$ cat src/rtl/instruction_fetch_controller_if.sv
// Handshake bundle shared by the fetch controller, the instruction memory and decode.
// The controller drives the master side; memory, decode and branch logic form the slave side.
interface instruction_fetch_controller_if;
    logic        start;
    logic        mem_load;
    logic        mem_req;
    logic [63:0] mem_addr;
    logic [63:0] mem_data;
    logic        mem_ready;
    logic        redirect_valid;
    logic [63:0] redirect_pc;
    logic        inst_valid;
    logic        inst_ready;
    logic [63:0] inst_data;
    logic [63:0] inst_pc;
    logic        busy;
    logic        halted;
    logic        timeout_err;

    modport master (
        input  start, mem_data, mem_ready, redirect_valid, redirect_pc, inst_ready,
        output mem_load, mem_req, mem_addr, inst_valid, inst_data, inst_pc,
               busy, halted, timeout_err
    );

    modport slave (
        output start, mem_data, mem_ready, redirect_valid, redirect_pc, inst_ready,
        input  mem_load, mem_req, mem_addr, inst_valid, inst_data, inst_pc,
               busy, halted, timeout_err
    );
endinterface

$ cat src/rtl/instruction_fetch_controller.sv
// Front-end fetch sequencer: triggers the image load, walks the PC one 8-byte word at a time,
// buffers returned words in a small FIFO for decode, and handles redirects, halt and timeouts.
module instruction_fetch_controller #(
    parameter int unsigned NUM_INSTRUCTIONS = 5,
    parameter logic [63:0] RESET_PC         = 64'd0,
    parameter int unsigned FIFO_DEPTH       = 2,
    parameter int unsigned MAX_WAIT         = 15
) (
    input  logic                           clk,
    input  logic                           reset,
    instruction_fetch_controller_if.master bus
);
    localparam int unsigned PTR_W  = (FIFO_DEPTH > 1) ? $clog2(FIFO_DEPTH) : 1;
    localparam int unsigned CNT_W  = $clog2(FIFO_DEPTH + 1);
    localparam int unsigned WAIT_W = (MAX_WAIT > 0) ? $clog2(MAX_WAIT + 1) : 1;

    localparam logic [63:0]       PC_LIMIT  = 64'(NUM_INSTRUCTIONS) << 3;
    localparam logic [PTR_W-1:0]  PTR_LAST  = PTR_W'(FIFO_DEPTH - 1);
    localparam logic [CNT_W-1:0]  CNT_FULL  = CNT_W'(FIFO_DEPTH);
    localparam logic [WAIT_W-1:0] WAIT_LAST = WAIT_W'(MAX_WAIT - 1);

    typedef enum logic [2:0] {
        S_IDLE  = 3'd0,
        S_LOAD  = 3'd1,
        S_FETCH = 3'd2,
        S_HALT  = 3'd3,
        S_ERROR = 3'd4
    } state_t;

    state_t              state_r;
    logic [63:0]         pc_r;
    logic [63:0]         mem_addr_r;
    logic                mem_req_r;
    logic                mem_load_r;
    logic                busy_r;
    logic                halted_r;
    logic                timeout_err_r;
    logic [WAIT_W-1:0]   wait_r;

    logic [63:0]         fifo_pc_r   [FIFO_DEPTH];
    logic [63:0]         fifo_data_r [FIFO_DEPTH];
    logic [PTR_W-1:0]    rd_ptr_r;
    logic [PTR_W-1:0]    wr_ptr_r;
    logic [CNT_W-1:0]    count_r;

    logic                in_fetch_s;
    logic                redir_s;
    logic [63:0]         redir_pc_s;
    logic                push_s;
    logic                pop_s;
    logic                nonempty_s;
    logic                inst_valid_s;
    logic                timeout_s;
    logic                flush_s;
    logic                issue_ok_s;

    function automatic logic [PTR_W-1:0] ptr_inc(input logic [PTR_W-1:0] p);
        if (p == PTR_LAST) begin
            return PTR_W'(0);
        end else begin
            return p + PTR_W'(1);
        end
    endfunction

    // A redirect outranks both the memory response and the decode pop in the same cycle.
    assign in_fetch_s   = (state_r == S_FETCH);
    assign redir_s      = bus.redirect_valid && (in_fetch_s || (state_r == S_HALT));
    assign redir_pc_s   = bus.redirect_pc & ~64'h7;
    assign push_s       = in_fetch_s && mem_req_r && bus.mem_ready && !redir_s;
    assign nonempty_s   = (count_r != CNT_W'(0));
    assign inst_valid_s = nonempty_s && !bus.redirect_valid;
    assign pop_s        = inst_valid_s && bus.inst_ready;
    assign timeout_s    = in_fetch_s && mem_req_r && !bus.mem_ready && !redir_s
                          && (wait_r == WAIT_LAST);
    assign flush_s      = redir_s || timeout_s;
    assign issue_ok_s   = !mem_req_r && (pc_r < PC_LIMIT) && (count_r < CNT_FULL);

    assign bus.mem_load    = mem_load_r;
    assign bus.mem_req     = mem_req_r;
    assign bus.mem_addr    = mem_addr_r;
    assign bus.busy        = busy_r;
    assign bus.halted      = halted_r;
    assign bus.timeout_err = timeout_err_r;
    assign bus.inst_valid  = inst_valid_s;
    assign bus.inst_data   = nonempty_s ? fifo_data_r[rd_ptr_r] : 64'd0;
    assign bus.inst_pc     = nonempty_s ? fifo_pc_r[rd_ptr_r]   : 64'd0;

    // Instruction buffer: circular FIFO of {pc, word}, flushed on redirect or timeout
    always_ff @(posedge clk) begin
        if (reset || flush_s) begin
            rd_ptr_r <= PTR_W'(0);
            wr_ptr_r <= PTR_W'(0);
            count_r  <= CNT_W'(0);
        end else begin
            if (push_s) begin
                fifo_pc_r[wr_ptr_r]   <= pc_r;
                fifo_data_r[wr_ptr_r] <= bus.mem_data;
                wr_ptr_r              <= ptr_inc(wr_ptr_r);
            end
            if (pop_s) begin
                rd_ptr_r <= ptr_inc(rd_ptr_r);
            end
            case ({push_s, pop_s})
                2'b10:   count_r <= count_r + CNT_W'(1);
                2'b01:   count_r <= count_r - CNT_W'(1);
                default: count_r <= count_r;
            endcase
        end
    end

    // Control FSM: sequencing, PC walk, single-outstanding request and status flags
    always_ff @(posedge clk) begin
        if (reset) begin
            state_r       <= S_IDLE;
            pc_r          <= RESET_PC;
            mem_addr_r    <= 64'd0;
            mem_req_r     <= 1'b0;
            mem_load_r    <= 1'b0;
            busy_r        <= 1'b0;
            halted_r      <= 1'b0;
            timeout_err_r <= 1'b0;
            wait_r        <= WAIT_W'(0);
        end else begin
            mem_load_r <= 1'b0;
            case (state_r)
                S_IDLE: begin
                    if (bus.start) begin
                        state_r    <= S_LOAD;
                        pc_r       <= RESET_PC;
                        mem_load_r <= 1'b1;
                        busy_r     <= 1'b1;
                    end
                end
                S_LOAD: begin
                    // The first request is launched on the edge leaving LOAD.
                    state_r <= S_FETCH;
                    if (issue_ok_s) begin
                        mem_req_r  <= 1'b1;
                        mem_addr_r <= pc_r;
                    end
                end
                S_FETCH: begin
                    if (redir_s) begin
                        pc_r      <= redir_pc_s;
                        mem_req_r <= 1'b0;
                        wait_r    <= WAIT_W'(0);
                    end else if (mem_req_r) begin
                        if (bus.mem_ready) begin
                            pc_r      <= pc_r + 64'd8;
                            mem_req_r <= 1'b0;
                            wait_r    <= WAIT_W'(0);
                        end else if (timeout_s) begin
                            state_r       <= S_ERROR;
                            mem_req_r     <= 1'b0;
                            busy_r        <= 1'b0;
                            timeout_err_r <= 1'b1;
                            wait_r        <= WAIT_W'(0);
                        end else begin
                            wait_r <= wait_r + WAIT_W'(1);
                        end
                    end else if (issue_ok_s) begin
                        mem_req_r  <= 1'b1;
                        mem_addr_r <= pc_r;
                    end else if (count_r == CNT_W'(0)) begin
                        // Nothing in flight, buffer drained and PC past the image.
                        state_r  <= S_HALT;
                        busy_r   <= 1'b0;
                        halted_r <= 1'b1;
                    end
                end
                S_HALT: begin
                    if (redir_s) begin
                        state_r   <= S_FETCH;
                        pc_r      <= redir_pc_s;
                        mem_req_r <= 1'b0;
                        wait_r    <= WAIT_W'(0);
                        busy_r    <= 1'b1;
                        halted_r  <= 1'b0;
                    end
                end
                S_ERROR: begin
                    state_r <= S_ERROR;
                end
                default: begin
                    state_r   <= S_IDLE;
                    mem_req_r <= 1'b0;
                    busy_r    <= 1'b0;
                    halted_r  <= 1'b0;
                end
            endcase
        end
    end
endmodule

$ cat src/flat_wrapper.sv
// flat-port wrapper written by rule: the top's interface ports become plain ports
module instruction_fetch_controller_flat 
#(
    parameter int unsigned NUM_INSTRUCTIONS = 5,
    parameter logic [63:0] RESET_PC         = 64'd0,
    parameter int unsigned FIFO_DEPTH       = 2,
    parameter int unsigned MAX_WAIT         = 15
)
  (clk, reset, bus_start, bus_mem_data, bus_mem_ready, bus_redirect_valid, bus_redirect_pc, bus_inst_ready, bus_mem_load, bus_mem_req, bus_mem_addr, bus_inst_valid, bus_inst_data, bus_inst_pc, bus_busy, bus_halted, bus_timeout_err);
  instruction_fetch_controller_if bus_i ();
  input  logic clk;
  input  logic reset;
  input wire logic [$bits(bus_i.start)-1:0] bus_start;
  input wire logic [$bits(bus_i.mem_data)-1:0] bus_mem_data;
  input wire logic [$bits(bus_i.mem_ready)-1:0] bus_mem_ready;
  input wire logic [$bits(bus_i.redirect_valid)-1:0] bus_redirect_valid;
  input wire logic [$bits(bus_i.redirect_pc)-1:0] bus_redirect_pc;
  input wire logic [$bits(bus_i.inst_ready)-1:0] bus_inst_ready;
  output wire logic [$bits(bus_i.mem_load)-1:0] bus_mem_load;
  output wire logic [$bits(bus_i.mem_req)-1:0] bus_mem_req;
  output wire logic [$bits(bus_i.mem_addr)-1:0] bus_mem_addr;
  output wire logic [$bits(bus_i.inst_valid)-1:0] bus_inst_valid;
  output wire logic [$bits(bus_i.inst_data)-1:0] bus_inst_data;
  output wire logic [$bits(bus_i.inst_pc)-1:0] bus_inst_pc;
  output wire logic [$bits(bus_i.busy)-1:0] bus_busy;
  output wire logic [$bits(bus_i.halted)-1:0] bus_halted;
  output wire logic [$bits(bus_i.timeout_err)-1:0] bus_timeout_err;
  assign bus_i.start = bus_start;
  assign bus_i.mem_data = bus_mem_data;
  assign bus_i.mem_ready = bus_mem_ready;
  assign bus_i.redirect_valid = bus_redirect_valid;
  assign bus_i.redirect_pc = bus_redirect_pc;
  assign bus_i.inst_ready = bus_inst_ready;
  assign bus_mem_load = bus_i.mem_load;
  assign bus_mem_req = bus_i.mem_req;
  assign bus_mem_addr = bus_i.mem_addr;
  assign bus_inst_valid = bus_i.inst_valid;
  assign bus_inst_data = bus_i.inst_data;
  assign bus_inst_pc = bus_i.inst_pc;
  assign bus_busy = bus_i.busy;
  assign bus_halted = bus_i.halted;
  assign bus_timeout_err = bus_i.timeout_err;
  instruction_fetch_controller #(.NUM_INSTRUCTIONS(NUM_INSTRUCTIONS), .RESET_PC(RESET_PC), .FIFO_DEPTH(FIFO_DEPTH), .MAX_WAIT(MAX_WAIT)) u_core (.clk(clk), .reset(reset), .bus(bus_i));
endmodule
$ cat config.mk
export PLATFORM = sky130hd
export DESIGN_NAME = instruction_fetch_controller_flat
export DESIGN_NICKNAME = d
export VERILOG_FILES = /design/src/rtl/instruction_fetch_controller_if.sv /design/src/rtl/instruction_fetch_controller.sv /design/src/flat_wrapper.sv
export SDC_FILE = /design/constraint.sdc
export NUM_CORES = 1
export LEC_CHECK = 0
export BUFFER_PORTS_ARGS = -buffer_cell sky130_fd_sc_hd__buf_4
export CAP_MARGIN = 20
export CORE_MARGIN = 3
export CORE_UTILIZATION = 31
export CTS_BUF_LIST = sky130_fd_sc_hd__clkbuf_16
export CTS_CLUSTER_SIZE = 40
export DETAILED_ROUTE_END_ITERATION = 10
export SLEW_MARGIN = 30
export SYNTH_ARGS = -nofsm -noshare
export SYNTH_HDL_FRONTEND = slang
export SYNTH_SLANG_ARGS = --single-unit
$ cat constraint.sdc
create_clock -name clk -period 18.83 [get_ports clk]
set_input_delay 0.9415 -clock clk [delete_from_list [all_inputs] [get_ports clk]]
set_output_delay 0.9415 -clock clk [all_outputs]
set_load 0.005 [all_outputs]
# ---- Word level (Yosys, flattened, before mapping)
# Memories as Yosys holds them, arrays and structs flattened. A register that Yosys moved wholly into a read port is not among the register bits.
# Index checks and enable logic that the tools add are counted.
dict set report word_totals {
  reg_bits 144
  ramBits 256
  in_bits 134
  out_inout_bits 198
  mem_count 2
}
# name depth word_bits read_ports rd_clocked_by_memory_dff write_ports line
set mem_list {}
lappend mem_list {u_core.fifo_data_r 2 64 1 1 1 instruction_fetch_controller.sv:41} ;# logic [63:0] fifo_data_r [FIFO_DEPTH];
lappend mem_list {u_core.fifo_pc_r 2 64 1 1 1 instruction_fetch_controller.sv:40} ;# logic [63:0] fifo_pc_r [FIFO_DEPTH];
dict set report classes {
  n_addsub 6
  magnitude_cmp 2
  n_eq_ne 20
  n_mux 60
  bitwise_logic 6
  n_reduce_logical 37
}
# operator count
set op_table {}
lappend op_table {{64-bit 2-to-1 mux} 10}
lappend op_table {{64-bit case mux with 3 select lines} 1}
lappend op_table {{64-bit case mux with 2 select lines} 1}
lappend op_table {{64-bit by 4-bit adder with 64-bit output (second input constant)} 1}
lappend op_table {{64-bit by 6-bit < comparator with 1-bit output (second input constant)} 1}
lappend op_table {{1-bit 2-to-1 mux} 29}
lappend op_table {{3-bit 2-to-1 mux} 8}
lappend op_table {{4-bit 2-to-1 mux} 5}
lappend op_table {{3-bit case mux with 5 select lines} 1}
lappend op_table {{1-bit logical AND} 11}
lappend op_table {{2-bit inequality test (second input constant)} 5}
lappend op_table {{5-bit AND reduction} 2}
lappend op_table {{3-bit by 2-bit inequality test with 1-bit output (second input constant)} 3}
lappend op_table {{3-bit inequality test (second input constant)} 3}
lappend op_table {{3-bit AND reduction} 3}
lappend op_table {{1-bit case mux with 4 select lines} 2}
lappend op_table {{4-bit case mux with 2 select lines} 1}
lappend op_table {{8-bit AND reduction} 1}
lappend op_table {{2-bit nonzero test} 4}
lappend op_table {{7-bit AND reduction} 1}
lappend op_table {{3-bit by 2-bit equality test with 1-bit output (second input constant)} 2}
lappend op_table {{1-bit inverter} 6}
lappend op_table {{6-bit AND reduction} 1}
lappend op_table {{2-bit OR reduction} 3}
lappend op_table {{19 further kinds} 26}

# ---- Depth between registers and ports, before layout
dict set report logic_depth {
  word_depth 11
  ltp_mapped 9
  ltp_nobuf 8
}

# ---- Worst setup path after synthesis
# Ideal clock, no wire load.
dict set report synth_timing {
  kind {input -> register}
  start {in bus_redirect_valid}
  end {mem u_core.fifo_data_r[0][0] (enable)}
  setup_ns 0.610
  arrival_time_ns 7.529
  setup_slack_ns 10.691
  stages 7
  path_buffers 4
  path_cell_list {or4b_1 -> buf_2 -> or3_1 -> buf_2 -> buf_6 -> buf_2 -> nor2_1}
}
dict set report synth_between {
  elab_chain_len 8
}
# item line
set synth_rtl {}
lappend synth_rtl {{start: declaration} flat_wrapper.sv:16} ;# input wire logic [$bits(bus_i.redirect_valid)-1:0] bus_redirect_valid;
lappend synth_rtl {{1-bit logical AND *} instruction_fetch_controller.sv:67} ;# assign redir_s = bus.redirect_valid && (in_fetch_s || (state_r == S_HALT));
lappend synth_rtl {{1-bit zero test} {instruction_fetch_controller.sv:69, instruction_fetch_controller.sv:73}}
lappend synth_rtl {{1-bit logical AND} instruction_fetch_controller.sv:73} ;# assign timeout_s = in_fetch_s && mem_req_r && !bus.mem_ready && !redir_s
lappend synth_rtl {{1-bit logical AND} instruction_fetch_controller.sv:74} ;# && (wait_r == WAIT_LAST);
lappend synth_rtl {{1-bit logical OR} instruction_fetch_controller.sv:75} ;# assign flush_s = redir_s || timeout_s;
lappend synth_rtl {{1-bit logical OR} instruction_fetch_controller.sv:90} ;# if (reset || flush_s) begin
lappend synth_rtl {{1-bit 2-to-1 mux *} instruction_fetch_controller.sv:90}
lappend synth_rtl {{1-bit 2-to-1 mux (not written as such) *} instruction_fetch_controller.sv:97} ;# fifo_data_r[wr_ptr_r] <= bus.mem_data;
lappend synth_rtl {{end: declaration} instruction_fetch_controller.sv:41}
# Mark *: on every way between the ends. The rest lies on a longest branch, timed or not.

# ---- Worst setup path after layout
dict set report layout_timing {
  start {reg u_core.state_r[1]}
  end {mem u_core.fifo_data_r[0][33] (enable)}
}
dict set report layout_between {
  elab_chain_len 10
}
# item line
set layout_rtl {}
lappend layout_rtl {{start: declaration} instruction_fetch_controller.sv:30} ;# state_t state_r;
lappend layout_rtl {{start signal: assignment} instruction_fetch_controller.sv:114} ;# state_r <= S_IDLE;
lappend layout_rtl {{start signal: assignment} instruction_fetch_controller.sv:128} ;# state_r <= S_LOAD;
lappend layout_rtl {{start signal: assignment} instruction_fetch_controller.sv:136} ;# state_r <= S_FETCH;
lappend layout_rtl {{3-bit by 2-bit equality test with 1-bit output (on tied branches)} {instruction_fetch_controller.sv:66, instruction_fetch_controller.sv:67}}
lappend layout_rtl {{1-bit logical OR} instruction_fetch_controller.sv:67}
lappend layout_rtl {{1-bit logical AND} instruction_fetch_controller.sv:67}
lappend layout_rtl {{1-bit zero test} {instruction_fetch_controller.sv:69, instruction_fetch_controller.sv:73}}
lappend layout_rtl {{1-bit logical AND} instruction_fetch_controller.sv:73}
lappend layout_rtl {{1-bit logical AND} instruction_fetch_controller.sv:74}
lappend layout_rtl {{1-bit logical OR} instruction_fetch_controller.sv:75}
lappend layout_rtl {{1-bit logical OR} instruction_fetch_controller.sv:90}
lappend layout_rtl {{1-bit 2-to-1 mux *} instruction_fetch_controller.sv:90}
lappend layout_rtl {{1-bit 2-to-1 mux (not written as such) *} instruction_fetch_controller.sv:97}
# Marked as above.

==> impl_metrics.yaml <==
status:
  outcome: "complete, no violations"
global_routing:
  antenna_found_initial: 0
  grt.overflow.total: 0
  track_usage_pct: 16.7
  grt_pass1_vias: 11600
  grt_pass1_wl_um: 72900
  grt_start_max_net_pins: 91
yosys:
  syn_avg_cell_area_sq_um: 11.8
  synth_area_sq_um: 16500
  synth-edff-count: 250
  ys_ff_latch: 389
  async_flop_share_pct: 0
  yosysWarnings: 0
  syn_inst: 1396
  yosysSeqAreaShare_pct: 62.4
  ys_types: 80
  synthFlopType: "edfxtp_1"
place:
  gp_congestion: 0.893
  post_dp_cell_area_sq_um: 19500
  io_buffers: 322
  place_inst: 2326
  dp_hpwl_um: 34100
clock_network:
  cts_tree: "built"
  cts-htree-levels: 2
  clk_pin_slew_worst_paths_ns: 0.06
  cts_buffer_depth: 3
  clock-root-buffer: "clkbuf_16"
  clock_latency_ns: 0.56
  clkSinkCount: 389
  cts_buffers: 43
  cts_setup_buffers: 0
  hold_buffers: 0
  cts_resized: 0
drt:
  vias: 12000
  routed_wl_um: 48900
  drtIter0Drc: 1004
  drc: 0
  drt-vias-per-instance: 5.01
  antenna_left: 0
  wl_per_cell_um: 20.3
  dr.pass1.iters: 5
min_path:
  min_path_type: "reg2reg"
  worstHoldStart: "u_core.bus.timeout_err"
final_layout:
  finalNonFillerCells: 2405
  syn_to_final_growth_pct: 26.7
  layout-drive-gt1-share_pct: 25.5
  final_area_sq_um: 20900
  layout.nets: 1829
power_and_ir_drop:
  leakagePower_nw: 7.53
  p_sw_w: 0.000620
  pwr-share-clk_pct: 37.7
  p_total_w: 0.00216
  comb_power_share_pct: 17.2
  swShare_pct: 28.7
  vdd_drop_max_v: 0.0000626
  seq_power_share_pct: 45.1
  power_density_nw_per_um2: 103
  internal-power_w: 0.00154
die:
  start_util_pct: 31.8
  die_x_um: 237
  core_area_sq_um: 51900
  dieHeight_um: 237
  rows: 83
  num_io_pins: 332
  die_area_sq_um: 56000
timing:
  hold_ws_ns: 0.458
  finalSetupTns_ns: 0
  grt_setup_unrepaired: "false"
  fmax_mhz: 204
  setup_viol: 0
  final-max-slew-violation-count: 0
  period_minus_slack_ns: 4.90
  min_period_over_period_pct: 26.0
  worst_pin_slew_ns: 0.967
  relSlewSlack_pct: 35.5
  finalHoldViolations: 0
  finClkSkew_ns: 0.0229
critical_path:
  path_buf_inv: 3
  timing.critical_path.mode_cell: "buf_4"
  cp_top_family: "simple AND/OR/NAND/NOR gates"
  critPathKind: "reg2reg"
  cp_data_arrival_time_ns: 5.09
  slowest_delay_ns: 0.81
  crit_start: "u_core.state_r[1]"
  worstSetupEndpointType: "register"
  startpoint_type: "register"
  timing.rr.start: "u_core.state_r[1]"
  worstPathMaxFanout: 53
  cp_cell_sequence: "or4b_1 > buf_4 > or3_2 > nor2_4 > buf_4 > buf_4"
  critPathRequiredTime_ns: 19.01
  slowest_stage: "or3_2"
job:
  maxCapViolations: 0
==> power by group through the flow <==
stage / sequential [W] / clock (W) / combinational (W)
after global placement: 0.000990 / 0 / 0.000364
after global routing: 0.000979 / 0.000872 / 0.000408
after CTS: 0.000973 / 0.000839 / 0.000371
final: 0.000975 / 0.000814 / 0.000370
after detailed placement: 0.000992 / 0 / 0.000370
after floorplan: 0.000962 / 0 / 0.000241
==> worst reg2reg max path: cells and delay by family, from the launching register on <==
family | cells | cell delay (ns)
AND/OR/NAND/NOR | 3 | 2.09
buffers and inverters | 3 | 1.67
flip-flops | 1 | 0.73
==> logic make-up (layout without fill, tap and decap cells) <==
kind of cell             after synthesis  count (layout)  synth area share, %
AO/OA/AOI/OAI                        208             208                 8.26
other                                  1               7               0.0227
multiplexers                         135             135                 8.20
AND/OR/NAND/NOR                      529             529                 16.7
buffers and inverters                107             430                 2.93
XOR/XNOR                              23              23                 1.22
flip-flops                           389             389                 62.4
adder cells (fa/ha/maj)                4               4                0.303
==> cell usage in the layout (no fill, tap or decap), types with 7 or more instances in the layout <==
cell       netlist  layout
and2_1          60      60
inv_1           13      22
buf_4            7     337
nand4_1         19      19
clkbuf_16        0      44
nand2_1         74      74
edfxtp_1       250     250
o21ai_0         37      37
a22oi_1         21      21
a211oi_1         7       7
and3_1          15      15
dfxtp_1        139     138
nor3_1          28      28
clkinv_2         0       8
xnor2_1         15      15
mux2i_1        134     134
nand3_1         38      38
o21ai_1          9       9
xor2_1           8       8
o22ai_1         17      17
and4_1           7       7
nor2_1         194     191
a31oi_1         10      10
nand2b_1         8       8
nor4_1          32      32
a21oi_1         52      52
==> through the flow <==
step	util [%]	setup slack, ns
finish	40.2	13.93
detailed placement	37.6	13.42
global route	40.2	13.59
floorplan	-	10.69
global placement	37.5	13.32
CTS	40.2	13.82
==> synth_stat cells (all sizes together) (32+ instances only) <==
| master | instances | share of area, % |
|---|---|---|
| a21oi | 52 | 1.6 |
| and2 | 60 | 2.3 |
| buf | 47 | 1.6 |
| clkbuf | 47 | 1.1 |
| dfxtp | 139 | 17 |
| edfxtp | 250 | 46 |
| mux2i | 134 | 8.1 |
| nand2 | 76 | 1.8 |
| nand3 | 40 | 1.4 |
| nor2 | 195 | 4.5 |
| nor3 | 32 | 1.2 |
| nor4 | 36 | 1.6 |
| o21ai | 46 | 1.4 |
==> flip-flops by register name (all words and copies together) (netlist names), 2 cells and up, named ones only <==
signal and cells:
u_core.count_r 2, u_core.pc_r 61, u_core.fifo_data_r 128, u_core.state_r 3, u_core.fifo_pc_r 122, u_core.wait_r 4
u_core.bus.mem_addr 61
==> metal layers <==
layer	global-route usage, %	wire [um]	up-vias
met2	27.2	23200	388
met3	3.33	2920	69
met4	4.65	1160	0
met5	0	0	-
met1	22.7	21700	5833
li1	-	-	5759
==> path summary, 6_finish.rpt <==
kind	endpoint	slack, ns	cells past startpoint
hold / removal	u_core.bus.timeout_err	0.46	2
setup / recovery	u_core.fifo_data_r[0][33]	13.93	6
hold reg to reg	u_core.bus.timeout_err	0.46	2
setup reg to reg	u_core.fifo_data_r[0][33]	13.93	6
==> final cells by class <==
| type | count | area, sq um |
|---|---|---|
| inverters | 13 | 48.8 |
| diodes | 1 | 2.50 |
| fillers | 5044 | 31000 |
| multi-input cells | 905 | 5770 |
| flip-flops and latches | 389 | 10300 |
| well taps | 680 | 851 |
| clock inverters | 34 | 258 |
| clock buffers | 44 | 1100 |
| repair buffers | 339 | 2570 |
No activity file was read; power rests on OpenSTA's default activity.
